===== src/rtl/shared_mem_frontend_if.sv =====
// Purpose: client, arbiter and memory-port signals of the shared memory frontend.
// Latency: none, wiring only.
// Backpressure: clients see c*_ready/stall_*; the arbiter sees req_*/grant_*.
interface shared_mem_frontend_if #(
   parameter int ADDR_W = 8,
   parameter int DATA_W = 32
);
   // client 1
   logic              c1_valid;
   logic              c1_we;
   logic [ADDR_W-1:0] c1_addr;
   logic [DATA_W-1:0] c1_wdata;
   logic              c1_ready;
   logic              c1_rvalid;
   logic [DATA_W-1:0] c1_rdata;
   logic              stall_1;
   // client 2
   logic              c2_valid;
   logic              c2_we;
   logic [ADDR_W-1:0] c2_addr;
   logic [DATA_W-1:0] c2_wdata;
   logic              c2_ready;
   logic              c2_rvalid;
   logic [DATA_W-1:0] c2_rdata;
   logic              stall_2;
   // arbiter
   logic              req_1;
   logic              req_2;
   logic              grant_1;
   logic              grant_2;
   // shared memory port
   logic              mem_en;
   logic              mem_we;
   logic [ADDR_W-1:0] mem_addr;
   logic [DATA_W-1:0] mem_wdata;
   logic [DATA_W-1:0] mem_rdata;

   // frontend view
   modport slave (
      input  c1_valid, c1_we, c1_addr, c1_wdata,
      output c1_ready, c1_rvalid, c1_rdata, stall_1,
      input  c2_valid, c2_we, c2_addr, c2_wdata,
      output c2_ready, c2_rvalid, c2_rdata, stall_2,
      output req_1, req_2,
      input  grant_1, grant_2,
      output mem_en, mem_we, mem_addr, mem_wdata,
      input  mem_rdata
   );

   // environment view (clients, arbiter, memory)
   modport master (
      output c1_valid, c1_we, c1_addr, c1_wdata,
      input  c1_ready, c1_rvalid, c1_rdata, stall_1,
      output c2_valid, c2_we, c2_addr, c2_wdata,
      input  c2_ready, c2_rvalid, c2_rdata, stall_2,
      input  req_1, req_2,
      output grant_1, grant_2,
      input  mem_en, mem_we, mem_addr, mem_wdata,
      output mem_rdata
   );
endinterface


===== src/rtl/shared_mem_frontend.sv =====
// Purpose: parks one request per client, requests the arbiter, issues on the shared port, returns responses.
// Latency: accept->req 1, grant->mem_en 0 (comb), mem_en->rvalid MEM_LAT; next accept one cycle after rvalid.
// Backpressure: a client's ready drops and stall rises from accept until its rvalid cycle ends.
module shared_mem_frontend #(
   parameter int ADDR_W  = 8,
   parameter int DATA_W  = 32,
   parameter int MEM_LAT = 1   // legal range 1..4
) (
   input logic               clk,
   input logic               reset,
   shared_mem_frontend_if.slave bus
);

   typedef enum logic [1:0] {
      IDLE   = 2'b00,
      PEND   = 2'b01,
      ISSUED = 2'b10
   } slot_state_e;

   // Per-client view, index 0 = client 1, index 1 = client 2
   slot_state_e       state_q [2];
   slot_state_e       state_d [2];
   logic [1:0]        in_valid;
   logic [1:0]        in_we;
   logic [ADDR_W-1:0] in_addr  [2];
   logic [DATA_W-1:0] in_wdata [2];
   logic [1:0]        ready;
   logic [1:0]        accept;
   logic [1:0]        issue;
   logic [1:0]        resp;
   logic [1:0]        we_q;
   logic [ADDR_W-1:0] addr_q   [2];
   logic [DATA_W-1:0] wdata_q  [2];

   // One-hot owner tag per issued access, aged one stage per cycle
   logic [1:0]        tag_q [MEM_LAT];

   assign in_valid    = {bus.c2_valid, bus.c1_valid};
   assign in_we       = {bus.c2_we, bus.c1_we};
   assign in_addr[0]  = bus.c1_addr;
   assign in_addr[1]  = bus.c2_addr;
   assign in_wdata[0] = bus.c1_wdata;
   assign in_wdata[1] = bus.c2_wdata;

   assign ready[0]  = (state_q[0] == IDLE) && !reset;
   assign ready[1]  = (state_q[1] == IDLE) && !reset;
   assign accept    = ready & in_valid;

   // Client 1 wins a double grant; a grant to a non-pending slot is a stale
   // arbiter grant and is dropped, which may leave the port to the other slot.
   assign issue[0]  = (state_q[0] == PEND) && bus.grant_1 && !reset;
   assign issue[1]  = (state_q[1] == PEND) && bus.grant_2 && !issue[0] && !reset;

   // The oldest tag stage marks the cycle mem_rdata belongs to its owner.
   // Reset suppresses the response so in-flight data is discarded.
   assign resp[0]   = (state_q[0] == ISSUED) && tag_q[MEM_LAT-1][0] && !reset;
   assign resp[1]   = (state_q[1] == ISSUED) && tag_q[MEM_LAT-1][1] && !reset;

   // Slot state registers
   always_ff @(posedge clk) begin
      if (reset) begin
         state_q[0] <= IDLE;
         state_q[1] <= IDLE;
      end else begin
         state_q[0] <= state_d[0];
         state_q[1] <= state_d[1];
      end
   end

   // Slot next-state: park on accept, issue on grant, free on response
   always_comb begin
      for (int i = 0; i < 2; i++) begin
         state_d[i] = state_q[i];
         case (state_q[i])
            IDLE:    if (accept[i]) state_d[i] = PEND;
            PEND:    if (issue[i])  state_d[i] = ISSUED;
            ISSUED:  if (resp[i])   state_d[i] = IDLE;
            default: state_d[i] = IDLE;
         endcase
      end
   end

   // Latch the request payload when the slot accepts it
   always_ff @(posedge clk) begin
      if (reset) begin
         we_q <= '0;
         for (int i = 0; i < 2; i++) begin
            addr_q[i]  <= '0;
            wdata_q[i] <= '0;
         end
      end else begin
         for (int i = 0; i < 2; i++) begin
            if (accept[i]) begin
               we_q[i]    <= in_we[i];
               addr_q[i]  <= in_addr[i];
               wdata_q[i] <= in_wdata[i];
            end
         end
      end
   end

   // Owner tag pipeline matching the fixed memory latency
   always_ff @(posedge clk) begin
      if (reset) begin
         for (int s = 0; s < MEM_LAT; s++) begin
            tag_q[s] <= '0;
         end
      end else begin
         tag_q[0] <= issue;
         for (int s = 1; s < MEM_LAT; s++) begin
            tag_q[s] <= tag_q[s-1];
         end
      end
   end

   // Shared port mux: at most one issuer per cycle, all-zero when idle
   always_comb begin
      bus.mem_en    = 1'b0;
      bus.mem_we    = 1'b0;
      bus.mem_addr  = '0;
      bus.mem_wdata = '0;
      if (issue[0]) begin
         bus.mem_en    = 1'b1;
         bus.mem_we    = we_q[0];
         bus.mem_addr  = addr_q[0];
         bus.mem_wdata = wdata_q[0];
      end else if (issue[1]) begin
         bus.mem_en    = 1'b1;
         bus.mem_we    = we_q[1];
         bus.mem_addr  = addr_q[1];
         bus.mem_wdata = wdata_q[1];
      end
   end

   assign bus.req_1     = (state_q[0] == PEND);
   assign bus.req_2     = (state_q[1] == PEND);
   assign bus.stall_1   = (state_q[0] != IDLE);
   assign bus.stall_2   = (state_q[1] != IDLE);
   assign bus.c1_ready  = ready[0];
   assign bus.c2_ready  = ready[1];
   assign bus.c1_rvalid = resp[0];
   assign bus.c2_rvalid = resp[1];
   // Writes complete with zero data
   assign bus.c1_rdata  = (resp[0] && !we_q[0]) ? bus.mem_rdata : '0;
   assign bus.c2_rdata  = (resp[1] && !we_q[1]) ? bus.mem_rdata : '0;

endmodule

===== src/flat_wrapper.sv =====
// flat-port wrapper written by rule: the top's interface ports become plain ports
module shared_mem_frontend_flat 
#(
   parameter int ADDR_W  = 8,
   parameter int DATA_W  = 32,
   parameter int MEM_LAT = 1                      
)
  (clk, reset, bus_c1_valid, bus_c1_we, bus_c1_addr, bus_c1_wdata, bus_c1_ready, bus_c1_rvalid, bus_c1_rdata, bus_stall_1, bus_c2_valid, bus_c2_we, bus_c2_addr, bus_c2_wdata, bus_c2_ready, bus_c2_rvalid, bus_c2_rdata, bus_stall_2, bus_req_1, bus_req_2, bus_grant_1, bus_grant_2, bus_mem_en, bus_mem_we, bus_mem_addr, bus_mem_wdata, bus_mem_rdata);
  shared_mem_frontend_if #(.ADDR_W(ADDR_W), .DATA_W(DATA_W)) bus_i ();
  input logic clk;
  input logic reset;
  input wire logic [$bits(bus_i.c1_valid)-1:0] bus_c1_valid;
  input wire logic [$bits(bus_i.c1_we)-1:0] bus_c1_we;
  input wire logic [$bits(bus_i.c1_addr)-1:0] bus_c1_addr;
  input wire logic [$bits(bus_i.c1_wdata)-1:0] bus_c1_wdata;
  output wire logic [$bits(bus_i.c1_ready)-1:0] bus_c1_ready;
  output wire logic [$bits(bus_i.c1_rvalid)-1:0] bus_c1_rvalid;
  output wire logic [$bits(bus_i.c1_rdata)-1:0] bus_c1_rdata;
  output wire logic [$bits(bus_i.stall_1)-1:0] bus_stall_1;
  input wire logic [$bits(bus_i.c2_valid)-1:0] bus_c2_valid;
  input wire logic [$bits(bus_i.c2_we)-1:0] bus_c2_we;
  input wire logic [$bits(bus_i.c2_addr)-1:0] bus_c2_addr;
  input wire logic [$bits(bus_i.c2_wdata)-1:0] bus_c2_wdata;
  output wire logic [$bits(bus_i.c2_ready)-1:0] bus_c2_ready;
  output wire logic [$bits(bus_i.c2_rvalid)-1:0] bus_c2_rvalid;
  output wire logic [$bits(bus_i.c2_rdata)-1:0] bus_c2_rdata;
  output wire logic [$bits(bus_i.stall_2)-1:0] bus_stall_2;
  output wire logic [$bits(bus_i.req_1)-1:0] bus_req_1;
  output wire logic [$bits(bus_i.req_2)-1:0] bus_req_2;
  input wire logic [$bits(bus_i.grant_1)-1:0] bus_grant_1;
  input wire logic [$bits(bus_i.grant_2)-1:0] bus_grant_2;
  output wire logic [$bits(bus_i.mem_en)-1:0] bus_mem_en;
  output wire logic [$bits(bus_i.mem_we)-1:0] bus_mem_we;
  output wire logic [$bits(bus_i.mem_addr)-1:0] bus_mem_addr;
  output wire logic [$bits(bus_i.mem_wdata)-1:0] bus_mem_wdata;
  input wire logic [$bits(bus_i.mem_rdata)-1:0] bus_mem_rdata;
  assign bus_i.c1_valid = bus_c1_valid;
  assign bus_i.c1_we = bus_c1_we;
  assign bus_i.c1_addr = bus_c1_addr;
  assign bus_i.c1_wdata = bus_c1_wdata;
  assign bus_c1_ready = bus_i.c1_ready;
  assign bus_c1_rvalid = bus_i.c1_rvalid;
  assign bus_c1_rdata = bus_i.c1_rdata;
  assign bus_stall_1 = bus_i.stall_1;
  assign bus_i.c2_valid = bus_c2_valid;
  assign bus_i.c2_we = bus_c2_we;
  assign bus_i.c2_addr = bus_c2_addr;
  assign bus_i.c2_wdata = bus_c2_wdata;
  assign bus_c2_ready = bus_i.c2_ready;
  assign bus_c2_rvalid = bus_i.c2_rvalid;
  assign bus_c2_rdata = bus_i.c2_rdata;
  assign bus_stall_2 = bus_i.stall_2;
  assign bus_req_1 = bus_i.req_1;
  assign bus_req_2 = bus_i.req_2;
  assign bus_i.grant_1 = bus_grant_1;
  assign bus_i.grant_2 = bus_grant_2;
  assign bus_mem_en = bus_i.mem_en;
  assign bus_mem_we = bus_i.mem_we;
  assign bus_mem_addr = bus_i.mem_addr;
  assign bus_mem_wdata = bus_i.mem_wdata;
  assign bus_i.mem_rdata = bus_mem_rdata;
  shared_mem_frontend #(.ADDR_W(ADDR_W), .DATA_W(DATA_W), .MEM_LAT(MEM_LAT)) u_core (.clk(clk), .reset(reset), .bus(bus_i));
endmodule

===== config.mk =====
export PLATFORM = sky130hd
export DESIGN_NAME = shared_mem_frontend_flat
export DESIGN_NICKNAME = d
export VERILOG_FILES = /design/src/rtl/shared_mem_frontend_if.sv /design/src/rtl/shared_mem_frontend.sv /design/src/flat_wrapper.sv
export SDC_FILE = /design/constraint.sdc
export NUM_CORES = 1
export LEC_CHECK = 0
export ABC_AREA = 1
export CAP_MARGIN = 5
export CORE_MARGIN = 8
export CORE_UTILIZATION = 41
export DETAILED_ROUTE_END_ITERATION = 6
export PLACE_DENSITY = 0.94
export SLEW_MARGIN = 15
export SYNTH_ARGS = -nofsm -noshare
export SYNTH_HDL_FRONTEND = slang
export SYNTH_SLANG_ARGS = --single-unit

===== constraint.sdc =====
create_clock -name clk -period 2.22 [get_ports clk]
set_input_delay 0.444 -clock clk [delete_from_list [all_inputs] [get_ports clk]]
set_output_delay 0.444 -clock clk [all_outputs]
set_load 0.02 [all_outputs]

==> results_dict.tcl <==
set metrics [dict create \
    outcome "finished clean" \
    crit_type "in2out" \
    wl_um 15500 \
    drt-pass1-iter-count 4 \
    synthesis.instances 540 \
    worst_setup_path_start_kind "primary input" \
    fp.dieH_um 123 \
    clock.fmax_mhz 457 \
    cts_buffers 9 \
    grt_setup_unrepaired "yes" \
    avgSynthCellArea_um2 8.71 \
    syn_nets 660 \
    gr-total-overflow 0 \
    hp-class "in2reg" \
    holdPathStages 4 \
    dp_hpwl_um 11400 \
    irDropWorstVdd_mv 0.379 \
    synth-seq-area-share 0.545 \
    cellPowerDensity_mw_per_mm2 613 \
    dieWidth_um 123 \
    drive_gt1_frac 0.296 \
    ys_seq_elements 88 \
    design.die.area_mm2 0.0152 \
    report.final.slew_viol_count 0 \
    synth_cell_type_count 19 \
    clkSinkCount 88 \
    synthesis.area_mm2 0.00470 \
    period_needed_ns 2.19 \
    cp_max_fo 16 \
    area_growth_pct 60.3 \
    grt_usage 0.191 \
    nets 922 \
    fin_crit_sh 0.986 \
    antenna_left 0 \
    final_util 0.666 \
    ys.flop_type "edfxtp_1" \
    cts_root_buffer "clkbuf_16" \
    drtIter0Drc 236 \
    critPathRequiredTime_ns 1.78 \
    synth_warnings 0 \
    cts_tree "yes" \
    setup_violations 0 \
    hold_path_end "u_core.state_q[0][0]" \
    drv_cap 0 \
    regToRegSetupSlack_ns 0.73 \
    async_reset_ff_frac 0 \
    postCtsHoldBufs 0 \
    drt_drc_violations_left 0 \
    viasPerCell 4.49 \
    clkTransAtPathRegs_ns 0.06 \
    power_leakage_uw 0.00383 \
    maxSlewHeadroom 0.722 \
    grt_pass1_vias 4370 \
    cp-end-kind "output pin" \
    worst_hold_slack_ns 0.454 \
    port_buffers 233 \
    path_buf_inv 4 \
    worst_slew_pin_slew_ns 0.417 \
    grt_pass1_wl_um 22400 \
    rows 39 \
    reg2reg_to "u_core.addr_q[0][13]" \
    initial_utilization 0.416 \
    design_area_mm2 0.00754 \
    crit_slowest_cell "dlygate4sd2_1" \
    placedInstanceArea_mm2 0.00726 \
    total_power_uw 4630 \
    hold_violations 0 \
    finClkSkew_ns 0.00937 \
    r2r_cells 5 \
    r2r_start "u_core.state_q[0][2]" \
    ios 234 \
    gp_congestion 0.801 \
    vias 4269 \
    critPathArrivalTime_ns 1.75 \
    core_mm2 0.0113 \
    cpLargestDelayFamily "buffers and inverters" \
    post_drt_wl_per_cell_um 16.3 \
    grt_start_max_net_pins 42 \
    clk_path_buf_depth 2 \
    synth_edf_count 80 \
    n_fill_cell 906 \
    hold_start "bus_grant_1" \
    clkLatencyLatePin_ns 0.34 \
    cpPeakStageDelay_ns 0.32 \
    num_antenna_cells 0 \
    antenna_found_initial 0 \
    htreeDepth 3 \
    crit_chain "dlygate4sd2_1 > inv_4 > nand2_2 > nor3_4 > buf_6 > nand2_8 > nor2_1 > buf_2" \
]
metrics by stage:
step	worst slack (ns)	std cells	setup TNS (ns)
finish	0.0310	950	0
global placement	-0.582	920	-55.53
global route	-0.0309	950	-0.644
floorplan	0.279	540	0
detailed placement	-0.635	920	-58.15
CTS	-0.0421	945	-0.114
state kept, by name, summed over array words and instances (netlist names):
signal / count
u_core.state_q: 4
u_core.addr_q: 16
u_core.wdata_q: 64
u_core.tag_q: 2
u_core.we_q: 2
metal layers:
layer / track usage / vias to the layer above / wire length (µm) / share of wire
met3: 0.0648 / 28 / 1590 / 0.10
met2: 0.357 / 190 / 7960 / 0.52
met4: 0.0677 / 0 / 369 / 0.024
li1: - / 2104 / - / -
met5: 0 / - / 0 / 0
met1: 0.194 / 1947 / 5530 / 0.36
cell type report:
class | count | area [µm²] | area share
Multi-Input combinational cell | 265 | 1400 | 0.185
Timing Repair inverter | 1 | 8.76 | 0.00116
Clock buffer | 9 | 225 | 0.0299
Timing Repair Buffer | 271 | 2410 | 0.320
Tap cell | 143 | 179 | 0.0237
Clock inverter | 7 | 114 | 0.0151
Inverter | 166 | 641 | 0.0849
Sequential cell | 88 | 2560 | 0.340
power breakdown:
part | switching, µW | internal [µW]
Combinational | 460 | 416
Clock | 685 | 1010
Sequential | 48.2 | 2000
cells in the final DEF (no fill, tap or decap), types with 3 or more instances in the layout:
cell,n
inv_1,161
nor2_1,133
clkdlybuf4s50_1,120
edfxtp_1,80
buf_2,64
buf_4,53
nand2_1,46
o21ai_2,36
nor2_2,17
clkbuf_16,11
buf_12,9
buf_6,8
nand2_2,7
nand3_1,7
dfxtp_1,7
nand2_8,4
dlygate4sd2_1,4
clkbuf_2,4
nor2_4,3
o21ai_0,3
inv_6,3
worst reg2reg max path, stage by stage, from the launching register on:
cell and delay [ns]:
dfxtp_1 0.31, buf_4 0.14, nor2_1 0.13, nand3_1 0.18, nand2_2 0.13, buf_12 0.24
worst max path at each step:
stage	from	endpoint	slack, ns	depth (start not counted)
after global routing	reset	bus_c1_rdata[17]	-0.03	8
after CTS	bus_grant_1	bus_mem_addr[7]	-0.04	9
final	reset	bus_c1_rdata[8]	0.03	8
after detailed placement	reset	bus_mem_addr[7]	-0.63	7
after floorplan	reset	u_core.addr_q[0][0]	0.28	3
after global placement	reset	bus_mem_addr[7]	-0.58	8
repair_timing:
action                                  CTS  global route
gates cloned                              3             3
endpoints found under the setup margin  107           101
pin swaps                                 5             4
buffers inserted                          6             2
resized for setup                       417            79
synth_stat cells, types with 4 or more instances:
library cell,count,area [µm²]
nor2_2,11,68.8
nand3_1,7,35.0
buf_6,18,203
edfxtp_1,80,2400
nand2_1,50,188
nor2_1,141,529
o21ai_2,38,333
inv_1,162,608
dfxtp_1,8,160
buf_4,4,30.0
o21ai_0,4,20.0
nand2_2,6,37.5
cells by family (layout without fill, tap and decap cells):
family / Yosys count / in the layout / share of synthesized area
compound gates: 45 / 45 / 0.0782
simple gates: 219 / 220 / 0.194
flops: 88 / 88 / 0.545
buf+inv: 188 / 454 / 0.183
(Power assumes the default switching activity.)
